<file path="src/rtl/sort_engine.sv">
// sort_engine: odd-even transposition sorter, one compare-exchange phase per clock.
// Ports: clock, reset (async active-low), start, descending, data_in -> data_out, busy, done.
module sort_engine #(
  parameter int DIGIT = 4,
  parameter int COUNT = 8
) (
  input  logic                   clock,
  input  logic                   reset,
  input  logic                   start,
  input  logic                   descending,
  input  logic [COUNT*DIGIT-1:0] data_in,
  output logic [COUNT*DIGIT-1:0] data_out,
  output logic                   busy,
  output logic                   done
);

  localparam int CW = $clog2(COUNT + 1);

  typedef enum logic {IDLE, SORT} state_t;

  state_t state;
  state_t state_nx;

  logic [COUNT-1:0][DIGIT-1:0] arr;
  logic [COUNT-1:0][DIGIT-1:0] arr_nx;
  logic [COUNT-2:0]            swap;
  logic [CW-1:0]               cnt;
  logic [CW-1:0]               cnt_inc;
  logic                        parity;
  logic                        prev_clean;
  logic                        mode;
  logic                        clean;
  logic                        finish;

  // One phase: disjoint pairs starting at index parity.
  always_comb begin
    arr_nx = arr;
    swap   = '0;
    for (int i = 0; i < COUNT - 1; i++) begin
      if (1'(i % 2) == parity) begin
        if (mode ? (arr[i] < arr[i+1])
                 : (arr[i] > arr[i+1])) begin
          swap[i]     = 1'b1;
          arr_nx[i]   = arr[i+1];
          arr_nx[i+1] = arr[i];
        end
      end
    end
  end

  // Two clean phases in a row cover both parities, so the array is sorted.
  always_comb begin
    cnt_inc = cnt + CW'(1);
    clean   = ~|swap;
    finish  = (clean && prev_clean) ||
              (cnt_inc == CW'(COUNT));
  end

  always_ff @(posedge clock or negedge reset) begin
    if (!reset) begin
      state <= IDLE;
    end else begin
      state <= state_nx;
    end
  end

  always_comb begin
    state_nx = state;
    unique case (state)
      IDLE: if (start) state_nx = SORT;
      SORT: if (finish) state_nx = IDLE;
    endcase
  end

  always_comb begin
    busy = (state == SORT);
  end

  always_ff @(posedge clock or negedge reset) begin
    if (!reset) begin
      arr        <= '0;
      cnt        <= '0;
      parity     <= 1'b0;
      prev_clean <= 1'b0;
      mode       <= 1'b0;
      done       <= 1'b0;
      data_out   <= '0;
    end else begin
      done <= 1'b0;
      unique case (state)
        IDLE: begin
          if (start) begin
            arr        <= data_in;
            mode       <= descending;
            parity     <= 1'b0;
            cnt        <= '0;
            prev_clean <= 1'b0;
          end
        end
        SORT: begin
          arr        <= arr_nx;
          parity     <= ~parity;
          cnt        <= cnt_inc;
          prev_clean <= clean;
          if (finish) begin
            data_out <= arr_nx;
            done     <= 1'b1;
          end
        end
      endcase
    end
  end

endmodule

</file>
<file path="config.mk">
export PLATFORM = sky130hd
export DESIGN_NAME = sort_engine
export DESIGN_NICKNAME = d
export VERILOG_FILES = /design/src/rtl/sort_engine.sv
export SDC_FILE = /design/constraint.sdc
export NUM_CORES = 1
export LEC_CHECK = 0
export ABC_AREA = 1
export ABC_CLOCK_PERIOD_IN_PS = 2490
export CAP_MARGIN = 15
export CORE_MARGIN = 1.5
export CORE_UTILIZATION = 55
export DETAILED_ROUTE_END_ITERATION = 12
export HOLD_SLACK_MARGIN = 0.12
export PLACE_DENSITY_LB_ADDON = 0.1
export RECOVER_POWER = 100
export SYNTH_ARGS = -nofsm -noshare
export SYNTH_HDL_FRONTEND = slang
export SYNTH_SLANG_ARGS = --single-unit
</file>
<file path="constraint.sdc">
create_clock -name clock -period 2.49 [get_ports clock]
set_input_delay 0.498 -clock clock [delete_from_list [all_inputs] [get_ports clock]]
set_output_delay 0.498 -clock clock [all_outputs]
set_load 0.01 [all_outputs]
</file>
==> results of run 1 <==
==> cell usage in the layout (no fill, tap or decap), types with 2 or more instances in the layout <==
cell type        Yosys  layout
nor2_4               2       2
o21ai_0             38      38
a21oi_1             22      22
buf_4                0       7
inv_1               63      63
o21bai_1             4       4
o22ai_1             12      12
nand3_1             56      57
nor2_1              15      15
dfrtp_1             73      72
o21ai_2              2       2
clkdlybuf4s50_1      0      34
clkbuf_2             0       5
dlygate4sd3_1        0      34
bufinv_16            0       3
o211ai_1             4       4
clkbuf_8             0      12
clkbuf_1            12       3
nand3_2              4       3
ha_1                29      29
nand2_1            264     264
nand2_2              3       3
a22o_1               2       2
==> power groups by stage <==
stage                     clock network (mW)  registers, mW  logic, mW
after detailed placement                   0           2.23       5.58
after CTS                               1.23           2.22       5.65
after global routing                    1.27           2.28       6.35
final                                   1.22           2.21       5.58
after global placement                     0           2.22       5.41
after floorplan                            0           2.20       3.91
==> logic make-up (layout without fill, tap and decap cells) <==
kind of cell             count (synthesis)  after routing  share of synthesized area
XOR/XNOR                                 1              1                   0.001950
flip-flops                              73             73                     0.4066
buffers and inverters                   89            166                    0.08298
AO/OA/AOI/OAI                           86             86                     0.1078
AND/OR/NAND/NOR                        346            347                     0.3200
adder cells (fa/ha/maj)                 29             29                    0.08076
==> tightest hold or removal path, delay by kind of cell, from the launching register on <==
family | cells | cell delay [ps]
DFF | 1 | 340
and+or+nand+nor | 2 | 130
==> per-layer routing <==
layer  share of wire  up-vias  wire (um)
met5               0        -          0
met4           0.017        0        206
met3           0.075       24        922
met2            0.49      189       6000
met1            0.42     2052       5099
li1                -     2143          -
==> flip-flops by register name (all words and copies together), names as in the netlist <==
signal / flops
arr: 32
data_out: 32
cnt: 4
busy: 1
done: 1
mode: 1
parity: 1
prev_clean: 1
==> area by class of cell <==
| class | instances | area, sq um | share of cell area |
|---|---|---|---|
| multi-input combinational | 463 | 2308 | 0.4154 |
| sequential | 73 | 1828 | 0.3290 |
| timing repair buffer | 85 | 785.8 | 0.1414 |
| inverter | 65 | 244.0 | 0.04391 |
| clock buffer | 12 | 165.2 | 0.02972 |
| tap | 102 | 127.6 | 0.02297 |
| clock inverter | 4 | 97.59 | 0.01756 |
==> metrics by stage <==
| stage | utilization | cells | hold WS, ps | instance area, sq um |
|---|---|---|---|---|
| floorplan | - | 624 | 202.4 | 4493 |
| global placement | 0.6782 | 785 | 492.6 | 5295 |
| detailed placement | 0.6782 | 785 | 492.3 | 5295 |
| CTS | 0.7119 | 801 | 180.8 | 5558 |
| global route | 0.7117 | 804 | 526.3 | 5557 |
| finish | 0.7117 | 804 | 505.3 | 5557 |
==> path summary, 6_finish.rpt <==
check | from | end | slack [ps] | cells after the start
max | arr[9] | data_out[7] | 190 | 14
min | data_out[10] | data_out[10] | 510 | 2
max reg2reg | arr[9] | data_out[7] | 190 | 14
min reg2reg | data_out[10] | data_out[10] | 510 | 2
max in group asynchronous | reset | arr[9] | 530 | 2
min in group asynchronous | reset | arr[2] | 700 | 2
==> timing repair <==
action | 4_1_cts | 5_1_grt
gates resized for setup | 0 | 3
setup buffers | 0 | 2
setup endpoints to repair | 0 | 34
hold buffers | 0 | 0
==> run metrics, run 1 <==
post-DR wirelength/cell=15.21 um; mean post-synth cell area=7.200 sq um; number of global-route vias before repair=4,178; Slowest-stage cell, CP=dfrtp_2; WL final=12.23 mm; # rows=32; clock sink total=73; initial core utilization=0.5755; Final setup viols=0; CP startpoint kind=register; switching share of power=0.4980; slowest cell delay on critical path=430 ps; fin worst setup slack=192.4 ps; Clock Skew=15.62 ps; CTS root buf=clkbuf_8; Max Clk Rate=0.4352 GHz; total power=9.014 mW; Syn. warnings=0; cell family with most CP delay=simple AND/OR/NAND/NOR gates; power per cell area=1622 nW/um^2; FF+latch count, synth=73; number of DRC markers in iteration 0=316; Worst setup EP type=register; EDFF count, synth=0; largest area contributor in the netlist=dfrtp_1; gr usage total=0.2902; clk_lat worst skew=360 ps; switching power total=4.489 mW; Worst IR Drop VDD=0.0007427 V; Final HPWL DP=8.458 mm; fill count=649; Max Root-Sink Buffers=2; die area=8721 sq um; reported leakage power=2.959 nW; Slew Viols, Final=74; Yosys top cell area share=0.4066; share of post-route cells with drive strength above 1=0.06410; Hold Violations, Final=0; Crit Path Max Fanout=17; status=finished with violations; grt total ovfl=0; post-layout net count=762; Vias per Instance=5.483; sequential share of power=0.246; ANT cells=0; Least-Margin Pin Slew=1837 ps; residual DRC count=0; synthesized area=4493 sq um; total CTS buffers=9; port buffer count=69; Synthesized Nets=689; top cells by count, synth=nand2_1 (264), dfrtp_1 (73), inv_1 (63); sequential area share after synthesis=0.4066; Slew headroom=-0.2249; Gate Count Post-Synth=624; Die W=93.39 um; GP Congestion=0.9718; Die Ht=93.39 um; GR Util met2=0.4928; router iterations before antenna repair=5; Final Critical Period=2298 ps; Post-DRT Antenna Nets=0; CP Cell Sequence=inv_1, ha_1, inv_1, o21bai_1, nand2_1, nand2_1, nand2_1, nand3_2, nand2_2, nor2_4, nand3_4, nand2_4, nand2_1, nand2_1; combinational power share=0.619; synth-to-layout area growth=23.67%; Top Usage Layer GRT=met2; most frequent cell after synthesis=nand2_1; RSZ-0062 raised after global routing=no; met1 Use GR=0.3616; Worst Path Required=2790 ps; initial antenna violation count=0; met3 usage=0.04065; total number of vias=4,408; Async SR Flop Fraction=1.000; clock-pin slew on the worst setup and hold paths=80 ps; largest net degree at the start of global routing=74; WS Path Type=register to register; Tcrit/Tclk final=0.9227; CORE AREA=7807 sq um; CTS tree=yes; failing checks=capacitance limit, slew limit; Synth cell types=27; largest cells by area after synthesis=dfrtp_1 (41%), nand2_1 (22%), ha_1 (8.1%); first-pass GRT wire length=19.62 mm; H-tree depth=3; Max-Cap Viols=1; min-delay worst type=register to register; Post-Place Setup Slack=111.0 ps; Main synth FF type=dfrtp_1; CP arrival=2590 ps; critical path's most frequent cell=nand2_1; Internal=4.525 mW; setup TNS=0 ps; clock share of power=0.136; io pins=70; Worst Path Buf+Inv=2
(Power assumes the default switching activity.)
==> run 2: changes to the inputs <==
--- a/config.mk
+++ b/config.mk
@@ -14,6 +14,7 @@
 export HOLD_SLACK_MARGIN = 0.12
 export PLACE_DENSITY_LB_ADDON = 0.1
 export RECOVER_POWER = 100
+export SLEW_MARGIN = 20
 export SYNTH_ARGS = -nofsm -noshare
 export SYNTH_HDL_FRONTEND = slang
 export SYNTH_SLANG_ARGS = --single-unit
==> results of run 2 <==
Final layout, timing and power as in run 1 (identical DEF).
==> run 3: changes to the inputs <==
--- a/config.mk
+++ b/config.mk
@@ -8,7 +8,7 @@
 export ABC_AREA = 1
 export ABC_CLOCK_PERIOD_IN_PS = 2490
 export CAP_MARGIN = 15
-export CORE_MARGIN = 1.5
+export CORE_MARGIN = 10
 export CORE_UTILIZATION = 55
 export DETAILED_ROUTE_END_ITERATION = 12
 export HOLD_SLACK_MARGIN = 0.12
==> run metrics, run 3 (synthesized netlist as in run 1, its figures left out) <==
initial core utilization=0.5725 (was 0.5755); Slowest-stage cell, CP=dfrtp_1 (was dfrtp_2); switching share of power=0.5192 (was 0.4980); Slew Viols, Final=74 (unchanged); CORE AREA=7848 sq um (was 7807 sq um); slowest cell delay on critical path=430 ps (about the same); Max-Cap Viols=1 (unchanged); setup TNS=0 ps (unchanged); Final Critical Period=2330 ps (was 2298 ps); cell family with most CP delay=simple AND/OR/NAND/NOR gates (unchanged); clock sink total=73 (unchanged); Final HPWL DP=8.961 mm (was 8.458 mm); Max Root-Sink Buffers=2 (unchanged); total number of vias=4,351 (was 4,408); Max Clk Rate=0.4292 GHz (was 0.4352 GHz); largest net degree at the start of global routing=74 (unchanged); io pins=70 (unchanged); Vias per Instance=5.432 (was 5.483); number of DRC markers in iteration 0=260 (was 316); residual DRC count=0 (unchanged); Crit Path Max Fanout=17 (unchanged); most frequent cells in the layout=nand2_1 (264), dfrtp_1 (72), inv_1 (63) (unchanged); Post-DRT Antenna Nets=0 (unchanged); CP arrival=2520 ps (was 2590 ps); clock-pin slew on the worst setup and hold paths=80 ps (about the same); Worst Path Required=2680 ps (was 2790 ps); CP Cell Sequence=inv_1, ha_1, nand2_1, o21ai_0, nand2_1, nand3_2, nand2_2, nor2_2, nand3_4, nand2_4, nor2_1 (was inv_1, ha_1, inv_1, o21bai_1, nand2_1, nand2_1, nand2_1, nand3_2, nand2_2, nor2_4, nand3_4, nand2_4, nand2_1, nand2_1); critical path's most frequent cell=nand2_1 (unchanged); share of post-route cells with drive strength above 1=0.06009 (was 0.06410); CTS root buf=clkbuf_8 (unchanged); reported leakage power=2.904 nW (was 2.959 nW); Slew headroom=-0.2493 (was -0.2249); WS Path Type=register to register (unchanged); dpl cell area=5288 sq um (was 5295 sq um); first-pass GRT wire length=20.23 mm (was 19.62 mm); clock share of power=0.093 (was 0.136); number of global-route vias before repair=4,225 (was 4,178); grt total ovfl=0 (unchanged); RSZ-0062 raised after global routing=no (unchanged); gr usage total=0.2058 (was 0.2902); port buffer count=69 (unchanged); Die W=110.4 um (was 93.39 um); post-DR wirelength/cell=15.81 um (was 15.21 um); ANT cells=0 (unchanged); Least-Margin Pin Slew=1874 ps (was 1837 ps); Worst Path Buf+Inv=1 (was 2); post-layout net count=761 (was 762); failing checks=capacitance limit, slew limit (unchanged); biggest regs=arr: 32 flops, data_out: 32 flops, cnt: 4 flops (unchanged); GP Congestion=0.9374 (was 0.9718); CTS tree=yes (unchanged); # rows=32 (unchanged); switching power total=4.442 mW (was 4.489 mW); CP startpoint kind=register (unchanged); initial antenna violation count=0 (unchanged); Hold Violations, Final=0 (unchanged); Final setup viols=0 (unchanged); Tcrit/Tclk final=0.9358 (was 0.9227); total CTS buffers=9 (unchanged); router iterations before antenna repair=5 (unchanged); clk_lat worst skew=350 ps (was 360 ps); H-tree depth=3 (unchanged); WL final=12.66 mm (was 12.23 mm); status=finished with violations (unchanged); Worst R2R Setup Slack=160 ps (was 190 ps); die area=12,180 sq um (was 8721 sq um); final instance area=5435 sq um (was 5557 sq um); Worst IR Drop VDD=0.0007205 V (was 0.0007427 V); synth-to-layout area growth=20.97% (was 23.67%); Worst setup EP type=register (unchanged); cts-stage hold buffer count=0 (unchanged); Die Ht=110.4 um (was 93.39 um); Clock Skew=11.54 ps (was 15.62 ps); commonest non-fill, non-tap cell in the layout=nand2_1 (unchanged); min-delay worst type=register to register (unchanged); combinational power share=0.648 (was 0.619); power per cell area=1574 nW/um^2 (was 1622 nW/um^2); sequential share of power=0.259 (was 0.246); Internal=4.113 mW (was 4.525 mW)
## run 3: metal layers
metal | GRT usage | vias up | wire, um
met5 | 0 | - | 0
met4 | 0.06606 | 0 | 265
met3 | 0.04063 | 24 | 645
met2 | 0.3447 | 131 | 6303
met1 | 0.2609 | 2055 | 5449
li1 | - | 2141 | -
## run 3: worst paths after layout
kind / cells after the start / start / end
worst max-delay path: 11 / arr[23] / busy
worst min-delay path: 2 / data_out[9] / data_out[9]
worst max register to register: 11 / arr[23] / busy
worst min register to register: 2 / data_out[9] / data_out[9]
max in group asynchronous: 2 / reset / arr[21]
min in group asynchronous: 2 / reset / data_out[3]
## run 3: timing repair
| item | CTS | global route |
|---|---|---|
| setup buffers | 0 | 2 |
| resized for setup | 0 | 4 |
| endpoints found under the setup margin | 0 | 34 |
## run 3: layout make-up
class	instances	area (sq um)
Fill cell	704	2412
Multi-Input combinational cell	463	2303
Sequential cell	73	1828
Timing Repair Buffer	84	782.0
Inverter	65	244.0
Clock buffer	10	127.6
Tap cell	102	127.6
Clock inverter	4	22.52
## run 3: stage by stage
stage	hold slack [ps]	cells	setup slack (ps)	total power [mW]	util
floorplan	202.4	624	601.5	6.112	-
global route	525.5	801	21.65	9.450	0.6926
finish	501.9	801	159.9	8.555	0.6926
global placement	491.2	784	106.7	7.592	0.6738
CTS	184.4	798	47.75	8.648	0.6929
detailed placement	493.0	784	71.34	7.820	0.6738
## run 3: power groups by stage
stage | Clock (mW) | Sequential [mW] | Combinational, mW
floorplan | 0 | 2.20 | 3.91
global placement | 0 | 2.22 | 5.37
detailed placement | 0 | 2.23 | 5.59
CTS | 0.804 | 2.22 | 5.63
global route | 0.856 | 2.29 | 6.31
finish | 0.794 | 2.22 | 5.54
## run 3: worst register-to-register path, cell delays in order (launching register included)
cell and delay, ps:
dfrtp_1 430, inv_1 80, ha_1 300, nand2_1 80
o21ai_0 180, nand2_1 90, nand3_2 180, nand2_2 100
nor2_2 190, nand3_4 200, nand2_4 270, nor2_1 70
==> RTL edit 1, RTL diff (settings of run 1) <==
Reset style: synchronous (`reset`), changed in 2 clocked blocks. Comments in the files are not updated.
--- a/src/rtl/sort_engine.sv
+++ b/src/rtl/sort_engine.sv
@@ -58,3 +58,3 @@
 
-  always_ff @(posedge clock or negedge reset) begin
+  always_ff @(posedge clock) begin
     if (!reset) begin
@@ -78,3 +78,3 @@
 
-  always_ff @(posedge clock or negedge reset) begin
+  always_ff @(posedge clock) begin
     if (!reset) begin
Behaviour: differs if reset is asserted again (counterexample within 4 cycles, from zero or initial values and one cycle with reset low); with reset held inactive, the same outputs for 4 cycles.
==> RTL edit 1 against run 1 <==
Setup slack gained 11 ps; sequential cell count is the same; clock skew shrank 6.0 ps; register-to-register slack gained 70 ps; synthesized area grew 2.0%; global-route usage grew 1.5 points; die area grew 2.0%; wire length grew 6.7%; design area grew 1.7%; worst hold slack lost 32 ps.
Power is not compared: it rests on default switching activity, and its combinational part moved more than twofold at a synthesized area within 25%.
==> RTL edit 1: results (changes against run 1) <==
- The share of the synthesized area in the top cell type is 0.3188 (-0.08779).
- The number of DRC markers in iteration 0 is 237 (-25%).
- The worst-case reg-to-reg path depth is 11 (-3).
- In the final layout, the registers with the most flip-flops are arr x32, data_out x32, cnt x4.
- The routed length on met1 is 5666 um (+11%).
- The post-synthesis net count is 751 (+9.0%).
- The worst-case hold path end point is data_out[13].
- The global-route track usage on met1 is 0.3790 (+0.01743).
- The wire length after detailed routing is 13050 um (+6.7%).
- The fill cell total of the finished layout is 706 (+8.8%).
- The number of levels the H-tree was split into is 3 (unchanged).
- The instance count after placement with tap cells included is 845 (+7.6%).
- The mean number of vias per cell is 5.729 (+4.5%).
- The count of cell types in the netlist is 28 (+3.7%).
- The arrival time at the worst endpoint is 2570 ps (-20 ps).
- The number of global-route vias before repair is 4604 (+10%).
- Counting instances in the post-synthesis netlist gives the leading cell types as 177 x sky130_fd_sc_hd__nand2_1, 77 x sky130_fd_sc_hd__nand3_1, 74 x sky130_fd_sc_hd__inv_1, 73 x sky130_fd_sc_hd__dfxtp_1, 42 x sky130_fd_sc_hd__a21oi_1.
- The routed length on met3 is 885 um (-4.0%).
- The slack of the worst reg-to-reg path is 260 ps (+70 ps).
- The pin count of the biggest net entering global routing is 68 (-8.1%).
- The met3 layer usage reported by global route is 0.04693 (+0.006275).
- The total of cells resized after clock tree synthesis came to 0 (unchanged).
- The largest fanout on the critical path is 22 (+5).
- The cell at the slowest stage of the critical path is sky130_fd_sc_hd__clkbuf_1.
- The startpoint identified for the worst register-to-register timing path is arr[15].
- The total number of nets in the final design is 816 (+7.1%).
- The startpoint of the tightest hold check path is data_out[13].
- The global router's overall resource usage is 0.3050 (+0.01485).
- The worst clock skew on the final layout is 9.635 ps (-5.981 ps).
- The worst-skew pair later-pin latency is 360 ps (about the same).
- The headroom to the max-slew limit was 0.2430 (+0.4680).
- The worst slack at placement is 215.6 ps (+104.6 ps).
- The minimum hold slack came to 473.3 ps (-31.99 ps).
- The number of standard cells after synthesis was 686 (+9.9%).
- The sequential cell area fraction in the yosys report was 0.3188 (-0.08779).
- The endpoint identified for the worst register-to-register timing path is data_out[22].
- The estimated wirelength of the detail-placed design is 9042 um (+6.9%).
- The run finished with clean final reports.
- The share of synthesized registers carrying an async set or reset is 0 (-1.000).
- Among all flip-flop cells after synthesis, the most frequent one is sky130_fd_sc_hd__dfxtp_1.
- The sequential cell area was 1461 um2 (-20%).
- The fraction of final layout cells sized beyond drive strength 1 is 0.07143 (+0.007326).
- The detailed-route via count came to 4933 (+12%).
- The met2 capacity usage during global routing is 0.5318 (+0.03902).
- The routability congestion estimate is 0.9341 (-3.9%).
- The instance area after placement came to 5416 um2 (+2.3%).
- The fraction of power spent switching nets is 0.3739.
- The largest stage delay on the critical path was 850 ps (+420 ps).
- After synthesis, the cell types taking the most area are sky130_fd_sc_hd__dfxtp_1 32%, sky130_fd_sc_hd__nand2_1 14%, sky130_fd_sc_hd__nand3_1 8.4%.
- The wire length of the first global-routing pass was 21360 um (+8.9%).
- The cell family contributing the most delay on the critical path is buffers and inverters.
- The met2 layer wire length in the routed design is 6286 um (+4.8%).
-- RTL edit 1: area by class of cell --
cell class | instances | share of cell area
Clock inverter | 5 | 0.01815
Timing Repair Buffer | 94 | 0.1536
Clock buffer | 11 | 0.02501
Multi-Input combinational cell | 495 | 0.4697
Tap cell | 105 | 0.02324
Sequential cell | 73 | 0.2585
Inverter | 78 | 0.05179
-- RTL edit 1: logic make-up after synthesis --
group | share of synthesized area
and+or+nand+nor | 0.3559
buffers and inverters | 0.1048
AOI/OAI and AO/OA | 0.1395
DFF | 0.3188
adders and majority gates | 0.07915
xor gates and xnor gates | 0.001911
-- RTL edit 1: how the worst max path moves through the flow --
stage / startpoint / end / slack, ps / depth (start not counted)
2_1_floorplan: arr[19] / data_out[0] / 490 / 15
3_3_place_gp: arr[25] / data_out[30] / 300 / 15
3_5_place_dp: arr[25] / data_out[10] / 220 / 14
4_1_cts: arr[15] / data_out[9] / 200 / 11
5_1_grt: arr[13] / data_out[1] / 40 / 14
6_report: start / arr[4] / 200 / 8
==> RTL edit 2, RTL diff (config.mk and constraints of run 1) <==
Without the edit above. The parameter `COUNT` goes from 8 to 16.
--- a/src/rtl/sort_engine.sv
+++ b/src/rtl/sort_engine.sv
@@ -4,3 +4,3 @@
   parameter int DIGIT = 4,
-  parameter int COUNT = 8
+  parameter int COUNT = 16
 ) (
Ports: changed (resized data_in and data_out); port bits go from 70 to 134. The function was not compared with the original's and may differ.
==> RTL edit 2 against run 1 <==
The run still ends with max-capacitance violations, max-slew violations left; total power is 110% higher; design area is 98% higher; via count is 90% higher; synthesized area is 92% higher; die area is 89% higher; sequential cell count is 65 higher; setup slack worse by 52 ps; wire length is 98% higher; critical endpoint is now busy; largest power group unchanged.
==> RTL edit 2: results (changes against run 1) <==
- The run finished, with violations left.
- The checks that failed: max-capacitance violations, max-slew violations.
- The post-synthesis net count is 1295 (+88%).
- The number of storage elements in the synthesis netlist is 138 (+89%).
- The total number of nets in the final design is 1426 (+87%).
- The area of combinational cells with multiple inputs was 4503 um2 (+95%).
- The count of plain and timing-repair buffers in the layout is 173 (+100%).
- The number of DRC markers in iteration 0 is 589 (+86%).
- The mapped cell area is 8646 um2 (+92%).
- The clock transition at the register clock pins on the worst setup and hold paths after CTS is 60 ps (-20 ps).
- The largest fanout on the critical path is 10 (-7).
- The worst IR drop on VDD is 0.8479 mV (+14%).
- The worst clock skew on the final layout was 11.40 ps (-4.211 ps).
- The average footprint of a synthesized cell is 7.415 um2 (+3.0%).
- The worst slack at placement is 100.3 ps (-10.74 ps).
- The mean number of vias per cell is 5.511 (+0.51%).
- The largest stage delay on the critical path is 410 ps (-20 ps).
- The number of global-route vias before repair came to 7981 (+91%).
- The global router's overall resource usage came to 0.2993 (+0.009142).
- The number of max-slew violations in the final report was 61 (-18%).
- The routability congestion estimate is 0.8625 (-11%).
- The routed wire length per instance was 15.90 um (+4.6%).
- The met2 layer wire length in the routed design is 11610 um (+94%).
- The pin count of the biggest net entering global routing was 61 (-18%).
- The inverter count of the layout excluding clock inverters is 113 (+74%).
- The routed length on met3 is 1454 um (+58%).
- The met3 layer usage reported by global route is 0.04948 (+0.008830).
- The commonest cells after synthesis are 448 x sky130_fd_sc_hd__nand2_1, 138 x sky130_fd_sc_hd__dfrtp_1, 110 x sky130_fd_sc_hd__inv_1, 105 x sky130_fd_sc_hd__nand3_1, 85 x sky130_fd_sc_hd__o211ai_1.
- The instance count after placement with tap cells included is 1482 (+89%).
- The routed length on met1 is 10700 um (+110%).
- The fill cell total of the finished layout is 1237 (+91%).
- The sequential cell area is 3456 um2 (+89%).
- The count of max-cap constraint violations was 1 (unchanged).
- The relative area of non-clock buffer cells in the final design is 0.1561 (+0.01468).
- The instance area after placement is 10270 um2 (+94%).
- Clock tree synthesis selected as its root buffer the cell sky130_fd_sc_hd__clkbuf_16.
- The total clock buffers created by CTS is 17 (+8).
- The count of cell types in the netlist is 24 (-11%).
- The cell at the slowest stage of the critical path is sky130_fd_sc_hd__dfrtp_1.
- The number of combinational gates with multiple inputs is 854 (+84%).
- The estimated wirelength of the detail-placed design is 15870 um (+88%).
- The count of port buffers added during placement is 133 (+93%).
- The met2 capacity usage during global routing is 0.5025 (+0.009776).
- The largest registers in the layout are arr x64, data_out x64, cnt x5.
- The worst-skew pair later-pin latency is 430 ps (+70 ps).
[RTL edit 2: logic make-up (layout without fill, tap and decap cells)]
group	count (synthesis)	after routing	share of synthesized area
and+or+nand+nor	580	580	0.2771
AOI/OAI and AO/OA	211	211	0.1493
buffers and inverters	174	317	0.08379
DFF	138	138	0.3994
adders and majority gates	61	61	0.08828
xor gates and xnor gates	2	2	0.002026
[RTL edit 2: power by group]
group	switching [uW]	leakage (uW)	internal [uW]
combinational	7070	0.00349	4670
sequential	946	0.00166	3510
clock	1010	0.000310	1800
[RTL edit 2: worst paths after layout]
kind                                    from      endpoint  slack, ps  depth (start not counted)
worst max-delay path                 arr[59]          busy        140                         13
worst min-delay path            data_out[42]  data_out[42]        500                          2
worst max register to register       arr[59]          busy        140                         13
worst min register to register  data_out[42]  data_out[42]        500                          2
max in group asynchronous              reset        arr[4]        340                          3
min in group asynchronous              reset  data_out[38]        980                          2
